--- config.mk ---
export PLATFORM = sky130hd
export DESIGN_NAME = shift_right_flat
export DESIGN_NICKNAME = d
export VERILOG_FILES = /design/src/rtl/shift_right_if.sv /design/src/rtl/shift_right.sv /design/src/flat_wrapper.sv
export SDC_FILE = /design/constraint.sdc
export NUM_CORES = 1
export LEC_CHECK = 0
export ABC_AREA = 1
export BUFFER_PORTS_ARGS = -buffer_cell sky130_fd_sc_hd__buf_2
export CORE_MARGIN = 2
export CORE_UTILIZATION = 40
export DETAILED_ROUTE_END_ITERATION = 10
export PLACE_DENSITY_LB_ADDON = 0.1
export SLEW_MARGIN = 20
export SYNTH_ARGS = -nofsm -noshare
export SYNTH_HDL_FRONTEND = slang
export SYNTH_SLANG_ARGS = --single-unit
--- constraint.sdc ---
create_clock -name clk -period 0.9 [get_ports clk]
set_clock_uncertainty 0.05 [all_clocks]
set_input_delay 0.09 -clock clk [delete_from_list [all_inputs] [get_ports clk]]
set_output_delay 0.09 -clock clk [all_outputs]
set_load 0.02 [all_outputs]
--- src/rtl/shift_right_if.sv ---
// Handshake/data bundle for the shift_right mantissa aligner.
// The master drives operands and in_valid; the slave returns the registered result.
interface shift_right_if #(
  parameter int WIDTH = 23,
  parameter int QTT_W = 8
);
  // Handshake: in_valid qualifies num/shiftRightQtt for one clock and is always
  // accepted (no ready). out_valid is high for exactly the cycle after acceptance.
  logic             in_valid;
  logic [WIDTH-1:0] num;
  logic [QTT_W-1:0] shiftRightQtt;
  logic             out_valid;
  logic [WIDTH-1:0] result;
  logic             guard;
  logic             round_bit;
  logic             sticky;

  modport master (
    output in_valid, num, shiftRightQtt,
    input  out_valid, result, guard, round_bit, sticky
  );

  modport slave (
    input  in_valid, num, shiftRightQtt,
    output out_valid, result, guard, round_bit, sticky
  );
endinterface

--- src/rtl/shift_right.sv ---
// Registered logical right shifter for FP mantissa alignment, 1-cycle latency.
// Define SHIFT_RIGHT_GRS_EN to build guard/round/sticky outputs; otherwise they are tied to 0.
module shift_right #(
  parameter int WIDTH = 23,
  parameter int QTT_W = 8
) (
  input logic      clk,
  input logic      rst,
  shift_right_if.slave bus
);

  logic             out_valid_q;
  logic [WIDTH-1:0] result_q;
  logic [WIDTH-1:0] result_d;

`ifdef SHIFT_RIGHT_GRS_EN
  // Two extra LSBs catch guard and round; everything falling below them ORs into sticky.
  localparam int E = WIDTH + 2;

  logic [E-1:0] ext;
  logic         stk;
  logic         guard_q, round_q, sticky_q;

  always_comb begin
    ext = {bus.num, 2'b00};
    stk = 1'b0;
    for (int i = 0; i < QTT_W; i++) begin
      if (bus.shiftRightQtt[i]) begin
        stk = stk | (|(ext & ~({E{1'b1}} << (1 << i))));
        ext = ext >> (1 << i);
      end
    end
    result_d = ext[E-1:2];
  end

  always_ff @(posedge clk or posedge rst) begin
    if (rst) begin
      out_valid_q <= 1'b0;
      result_q    <= '0;
      guard_q     <= 1'b0;
      round_q     <= 1'b0;
      sticky_q    <= 1'b0;
    end else begin
      out_valid_q <= bus.in_valid;
      if (bus.in_valid) begin
        result_q <= result_d;
        guard_q  <= ext[1];
        round_q  <= ext[0];
        sticky_q <= stk;
      end
    end
  end

  assign bus.guard     = guard_q;
  assign bus.round_bit = round_q;
  assign bus.sticky    = sticky_q;
`else
  // Shift amounts >= WIDTH naturally produce zero; no wrap on the 8-bit amount.
  always_comb begin
    result_d = bus.num >> bus.shiftRightQtt;
  end

  always_ff @(posedge clk or posedge rst) begin
    if (rst) begin
      out_valid_q <= 1'b0;
      result_q    <= '0;
    end else begin
      out_valid_q <= bus.in_valid;
      if (bus.in_valid) begin
        result_q <= result_d;
      end
    end
  end

  assign bus.guard     = 1'b0;
  assign bus.round_bit = 1'b0;
  assign bus.sticky    = 1'b0;
`endif

  assign bus.out_valid = out_valid_q;
  assign bus.result    = result_q;

endmodule

--- src/flat_wrapper.sv ---
// flat-port wrapper written by rule: the top's interface ports become plain ports
module shift_right_flat 
#(
  parameter int WIDTH = 23,
  parameter int QTT_W = 8
)
  (clk, rst, bus_in_valid, bus_num, bus_shiftRightQtt, bus_out_valid, bus_result, bus_guard, bus_round_bit, bus_sticky);
  shift_right_if #(.WIDTH(WIDTH), .QTT_W(QTT_W)) bus_i ();
  input logic clk;
  input logic rst;
  input wire logic [$bits(bus_i.in_valid)-1:0] bus_in_valid;
  input wire logic [$bits(bus_i.num)-1:0] bus_num;
  input wire logic [$bits(bus_i.shiftRightQtt)-1:0] bus_shiftRightQtt;
  output wire logic [$bits(bus_i.out_valid)-1:0] bus_out_valid;
  output wire logic [$bits(bus_i.result)-1:0] bus_result;
  output wire logic [$bits(bus_i.guard)-1:0] bus_guard;
  output wire logic [$bits(bus_i.round_bit)-1:0] bus_round_bit;
  output wire logic [$bits(bus_i.sticky)-1:0] bus_sticky;
  assign bus_i.in_valid = bus_in_valid;
  assign bus_i.num = bus_num;
  assign bus_i.shiftRightQtt = bus_shiftRightQtt;
  assign bus_out_valid = bus_i.out_valid;
  assign bus_result = bus_i.result;
  assign bus_guard = bus_i.guard;
  assign bus_round_bit = bus_i.round_bit;
  assign bus_sticky = bus_i.sticky;
  shift_right #(.WIDTH(WIDTH), .QTT_W(QTT_W)) u_core (.clk(clk), .rst(rst), .bus(bus_i));
endmodule
==> flow_metrics.tcl, run 1 <==
set metrics [dict create \
    p_switching_mw 1.05 \
    ys_warn_count 0 \
    areaGrowthSynthToFinish_pct 46.5 \
    power.density_nw_per_um2 1080 \
    p_clk_frac 0.305 \
    cpLargestDelayFamily "simple AND/OR/NAND/NOR gates" \
    insertion_delay_ns 0.27 \
    seq_power_share 0.360 \
    initial_core_util 0.409 \
    grtUsageTotal 0.245 \
    setup_slack_ns -0.195 \
    path_max_fanout 35 \
    final_cell_mix "116 x nand3_1, 116 x nand2_1, 43 x buf_4" \
    cts_buffer_depth 2 \
    finalCritPeriodShare 1.22 \
    worstSetupStartpointType "input port" \
    cp-end-kind "register" \
    rsz0062_at_grt "true" \
    hold_class "in -> reg" \
    synthFlopType "dfrtp_1" \
    yosysSeqAreaShare 0.293 \
    path_common_cell "nand2_1" \
    n_antenna_cell 0 \
    dpl.hpwl_um 4950 \
    hold-worst-slack_ns 0.174 \
    grt_max_degree 36 \
    synthCells 333 \
    vias 2574 \
    synthArstFlopShare 1.00 \
    intPower_mw 2.19 \
    violations "setup timing" \
    worst_ep_required_time_ns 1.07 \
    dp_slack_ns -0.565 \
    grt_pass1_wl_um 10800 \
    slew_viol_final 0 \
    hold_viol 0 \
    synth_area_leaders "nand3_1 30%, dfrtp_1 29%, nand2_1 22%" \
    drt_iter0_markers 243 \
    grt-ovfl-total 0 \
    synth-edff-count 0 \
    synthesis.area_um2 2050 \
    critical_path_class "in -> reg" \
    die_x_um 75.5 \
    synthDistinctLibCells 23 \
    power_leakage_nw 1.60 \
    core-area_um2 5010 \
    yosys.area.top_type_share 0.296 \
    finalWirelength_um 6580 \
    nNetsFinal 456 \
    period_needed_ns 1.10 \
    first_pass_iters 5 \
    peakVddDrop_mv 0.781 \
    detail-route-antenna-nets 0 \
    io_buffers 57 \
    ys_seq_elements 24 \
    die_height_um 75.5 \
    post_drt_wl_per_cell_um 13.4 \
    clock-sinks 24 \
    postPlaceCellArea_um2 2600 \
    fill_cells 490 \
    crit_buf_inv 2 \
    tns_ns -3.31 \
    yosys.area.top_type "nand3_1" \
    cpPeakStageDelay_ns 0.22 \
    drive_above_1_share 0.316 \
    antenna_found_initial 0 \
    p_comb_frac 0.334 \
    htree_levels 1 \
    routabilityCongestion 0.883 \
    cp.arrival_ns 1.26 \
    route.detailed.drc 0 \
    die_area_um2 5710 \
    numCtsBuffers 3 \
    grt_pass1_vias 2320 \
    setup_viol 45 \
    fmax_mhz 913 \
    crit_path_cell_trace "buf_6 -> nor2_4 -> buf_12 -> nand3_1 -> nand2_1 -> nand2_1 -> a21oi_4 -> nand3_1 -> nand2_1 -> nand2_1 -> nand2_1" \
    vias_per_cell 5.24 \
    root_buffer "clkbuf_8" \
    outcome "finished with violations" \
    clkTransAtPathRegs_ns 0.09 \
    syn_area_per_cell_um2 6.15 \
    finish.instance_area_um2 3000 \
    drv_cap 0 \
    ios 61 \
    rows 26 \
    p_sw_frac 0.324 \
    cts_tree "done" \
    crit_slowest_cell "a21oi_4" \
]
==> kinds of logic (layout without fill, tap and decap cells) <==
kind of cell	Yosys count	in the layout	synth area share
flip-flops	24	24	0.293
other	1	3	0.00183
AO/OA/AOI/OAI	12	12	0.0367
buffers and inverters	37	123	0.0941
AND/OR/NAND/NOR	259	259	0.574
==> power groups by stage <==
| stage | clock (mW) | sequential [mW] | combinational [mW] |
|---|---|---|---|
| floorplan | 0 | 1.24 | 0.522 |
| global placement | 0 | 1.18 | 0.949 |
| detailed placement | 0 | 1.18 | 0.948 |
| CTS | 0.989 | 1.17 | 1.06 |
| global route | 1.05 | 1.17 | 1.19 |
| finish | 0.990 | 1.17 | 1.08 |
==> worst reg2reg max path, delay by kind of cell, from the launching register on <==
family                 cells  cell delay (ns)
AOI/OAI and AO/OA          1             0.17
buffers and inverters      1             0.14
DFF                        1             0.41
and+or+nand+nor            1             0.08
==> area by class of cell <==
cell class,instances,area [µm²],area share
Clock buffer,3,41.3,0.0138
Clock inverter,1,30.0,0.0100
Inverter,13,48.8,0.0163
Multi-Input combinational cell,274,1330,0.442
Sequential cell,24,601,0.200
Tap cell,70,87.6,0.0292
Timing Repair Buffer,106,865,0.288
==> timing repair <==
item	CTS	global route
resized for setup	56	7
gates cloned	0	0
pin swaps	1	1
hold buffers	2	0
setup endpoints to repair	47	47
hold endpoints to repair	25	0
setup buffers	11	3
==> path summary, 6_finish.rpt <==
check	start	end	slack, ns	depth (start not counted)
setup / recovery	bus_shiftRightQtt[7]	u_core.bus.result[3]$_DFFE_PP0P_	-0.20	11
hold / removal	bus_shiftRightQtt[5]	u_core.bus.result[5]$_DFFE_PP0P_	0.17	6
setup reg to reg	u_core.bus.result[14]$_DFFE_PP0P_	u_core.bus.result[14]$_DFFE_PP0P_	-0.05	3
hold reg to reg	u_core.bus.result[19]$_DFFE_PP0P_	u_core.bus.result[19]$_DFFE_PP0P_	0.46	2
max in group asynchronous	rst	u_core.bus.result[0]$_DFFE_PP0P_	0.19	4
min in group asynchronous	rst	u_core.bus.out_valid$_DFF_PP0_	0.36	4
==> routing by layer <==
| metal | track usage | up-vias | routed length, µm | part of all wire |
|---|---|---|---|---|
| li1 | - | 1289 | - | - |
| met1 | 0.353 | 1190 | 3050 | 0.46 |
| met2 | 0.400 | 85 | 3160 | 0.48 |
| met3 | 0.0370 | 10 | 287 | 0.044 |
| met4 | 0.0312 | 0 | 82 | 0.012 |
| met5 | 0 | - | 0 | 0 |
==> synth_stat cells, types with 2 or more instances <==
| master | count |
|---|---|
| a22oi_1 | 2 |
| dfrtp_1 | 24 |
| inv_1 | 9 |
| nor2_4 | 3 |
| nand3_1 | 121 |
| o21ai_1 | 4 |
| inv_2 | 3 |
| nor2_2 | 2 |
| o21ai_0 | 3 |
| buf_4 | 7 |
| clkbuf_1 | 5 |
| buf_2 | 10 |
| nand2_1 | 120 |
| buf_6 | 2 |
| nor2_1 | 5 |
| nand4_1 | 6 |
==> registers in the layout, summed over array words and instances, names as in the netlist <==
| register | count |
|---|---|
| u_core.bus.result | 23 |
| u_core.bus.out_valid | 1 |
==> through the flow <==
step                       util  total power, mW  std cells
after global placement    0.518             2.13        471
after CTS                 0.589             3.22        488
after detailed placement  0.518             2.13        471
final                     0.599             3.24        491
after global routing      0.599             3.42        491
after floorplan               -             1.76        335
(Power assumes the default switching activity.)
==> run 2: changes to the inputs <==
--- a/config.mk
+++ b/config.mk
@@ -7,6 +7,7 @@
 export LEC_CHECK = 0
 export ABC_AREA = 1
 export BUFFER_PORTS_ARGS = -buffer_cell sky130_fd_sc_hd__buf_2
+export CORE_ASPECT_RATIO = 2
 export CORE_MARGIN = 2
 export CORE_UTILIZATION = 40
 export DETAILED_ROUTE_END_ITERATION = 10
==> run 2 against run 1 <==
Against the previous run: cell count rose by 0.20%; largest cell class unchanged; critical path type unchanged; sequential share of layout area fell by 4.0 points; critical path depth rose by 1; highest routed layer unchanged; non-clock buffer count rose by 15; fmax fell by 6.3%; critical endpoint is now u_core.bus.result[0]$_DFFE_PP0P_; the flow still finishes with violations (setup timing); via count rose by 5.7%; flip-flop and latch count did not move; first-iteration DRC count fell by 77%; largest power group is now combinational logic; worst setup slack got worse by 0.074 ns; utilization rose by 16 points; global-route usage rose by 1.3 points.
==> flow_metrics.tcl, run 2 (synthesized netlist as in run 1, its figures left out) <==
set metrics [dict create \
    first_pass_iters 4 \
    finish.instance_area_um2 3740 \
    cts_buffer_depth 2 \
    grt_pass1_vias 2597 \
    cp-end-kind "register" \
    finalCritPeriodShare 1.30 \
    grt-ovfl-total 0 \
    dpl.hpwl_um 5150 \
    die_height_um 105 \
    route.detailed.drc 0 \
    hold-worst-slack_ns 0.219 \
    wl_met3_um 252 \
    root_buffer "clkbuf_8" \
    period_needed_ns 1.17 \
    path_common_cell "nand3_2" \
    final_cell_mix "96 x nand2_1, 63 x nand3_2, 45 x nand3_1" \
    finalWirelength_um 7550 \
    areaGrowthSynthToFinish_pct 82.9 \
    grt_pass1_wl_um 11400 \
    insertion_delay_ns 0.26 \
    vias 2722 \
    grt_max_degree 25 \
    initial_core_util 0.417 \
    crit_slowest_cell "nor2_4" \
    worst_ep_required_time_ns 1.05 \
    clkTransAtPathRegs_ns 0.07 \
    power.density_nw_per_um2 857 \
    grtUsageTotal 0.258 \
    drt_iter0_markers 56 \
    min_from "bus_shiftRightQtt[4]" \
    worstHoldEndpoint "u_core.bus.result[19]$_DFFE_PP0P_" \
    final_common_cell "nand2_1" \
    wl_met2_um 4240 \
    n_antenna_cell 0 \
    htree_levels 1 \
    worstSetupStartpointType "input port" \
    rsz0062_at_grt "true" \
    outcome "finished with violations" \
    dpl.cell_count 457 \
    violations "setup timing" \
    r2r_slack_ns 0 \
    peakVddDrop_mv 0.927 \
    crit_start "bus_shiftRightQtt[6]" \
    detail-route-antenna-nets 0 \
    cts_tree "done" \
    rr_worst_depth 4 \
    dr.max_layer_used "met4" \
    postPlaceCellArea_um2 2620 \
    dp_slack_ns -0.640 \
    ios 61 \
    hold_viol 0 \
    tns_ns -5.03 \
    nNetsFinal 471 \
    power_leakage_nw 1.87 \
    setup_slack_ns -0.269 \
    path_max_fanout 7 \
    final_util 0.762 \
    total_power_mw 3.21 \
    drive_above_1_share 0.549 \
    hold_depth 5 \
    io_buffers 57 \
    final_cells 492 \
    setup_viol 47 \
    wl_met1_um 2630 \
    core-area_um2 4910 \
    clock-sinks 24 \
    critical_path_class "in -> reg" \
    post_drt_wl_per_cell_um 15.3 \
    vias_per_cell 5.53 \
    hold_class "in -> reg" \
    r2r_end "u_core.bus.result[19]$_DFFE_PP0P_" \
    antenna_found_initial 0 \
    slew_viol_final 0 \
    r2r-start "u_core.bus.result[19]$_DFFE_PP0P_" \
    die_x_um 54.6 \
    cp.arrival_ns 1.32 \
    drv_cap 0 \
    fill_cells 373 \
    numCtsBuffers 3 \
    die_area_um2 5740 \
    rows 36 \
    cpPeakStageDelay_ns 0.15 \
    fmax_mhz 855 \
    largest_reg_flops 23 \
    routabilityCongestion 0.943 \
    crit_path_cell_trace "buf_6 -> nor2_4 -> buf_6 -> buf_12 -> buf_12 -> buf_8 -> nand4_1 -> nand3_2 -> nand3_2 -> nand3_2 -> nand2_1 -> nand2_1" \
]
-- run 2: critical path: cells and delay by family --
kind	cells	cell delay (ns)
simple gates	7	0.62
buf+inv	5	0.60
-- run 2: what timing repair did --
item                       in CTS  in global routing
hold buffers                    2                  0
cloned                          2                  1
hold endpoints to repair       25                  0
setup buffers                  21                  8
gates resized for setup       115                 77
setup endpoints to repair      47                 47
pin swaps                      18                 47
-- run 2: area by class of cell --
cell class | instances | area, µm² | area share
multi-input combinational | 274 | 1870 | 0.500
tap | 57 | 71.3 | 0.0191
inverter | 13 | 53.8 | 0.0144
sequential | 24 | 601 | 0.160
clock buffer | 3 | 41.3 | 0.0110
timing repair buffer | 121 | 1100 | 0.295
-- run 2: metal layers --
layer	track usage	up-vias
li1	-	1325
met1	0.270	1281
met2	0.471	87
met3	0.0114	29
met4	0.138	0
met5	0	-
-- run 2: power breakdown --
group,total (mW),switching (mW),internal [mW],leakage [nW]
logic,1.43,0.801,0.628,1.53
registers,1.17,0.0380,1.13,0.325
clock network,0.610,0.311,0.299,0.0216
-- run 2: how the worst max path moves through the flow --
stage	to	slack (ns)	cells after the start
floorplan	u_core.bus.result[4]$_DFFE_PP0P_	-0.17	10
global placement	u_core.bus.result[5]$_DFFE_PP0P_	-0.62	11
detailed placement	u_core.bus.result[5]$_DFFE_PP0P_	-0.64	11
CTS	u_core.bus.result[6]$_DFFE_PP0P_	-0.22	13
global route	u_core.bus.result[0]$_DFFE_PP0P_	-0.37	12
finish	u_core.bus.result[0]$_DFFE_PP0P_	-0.27	12
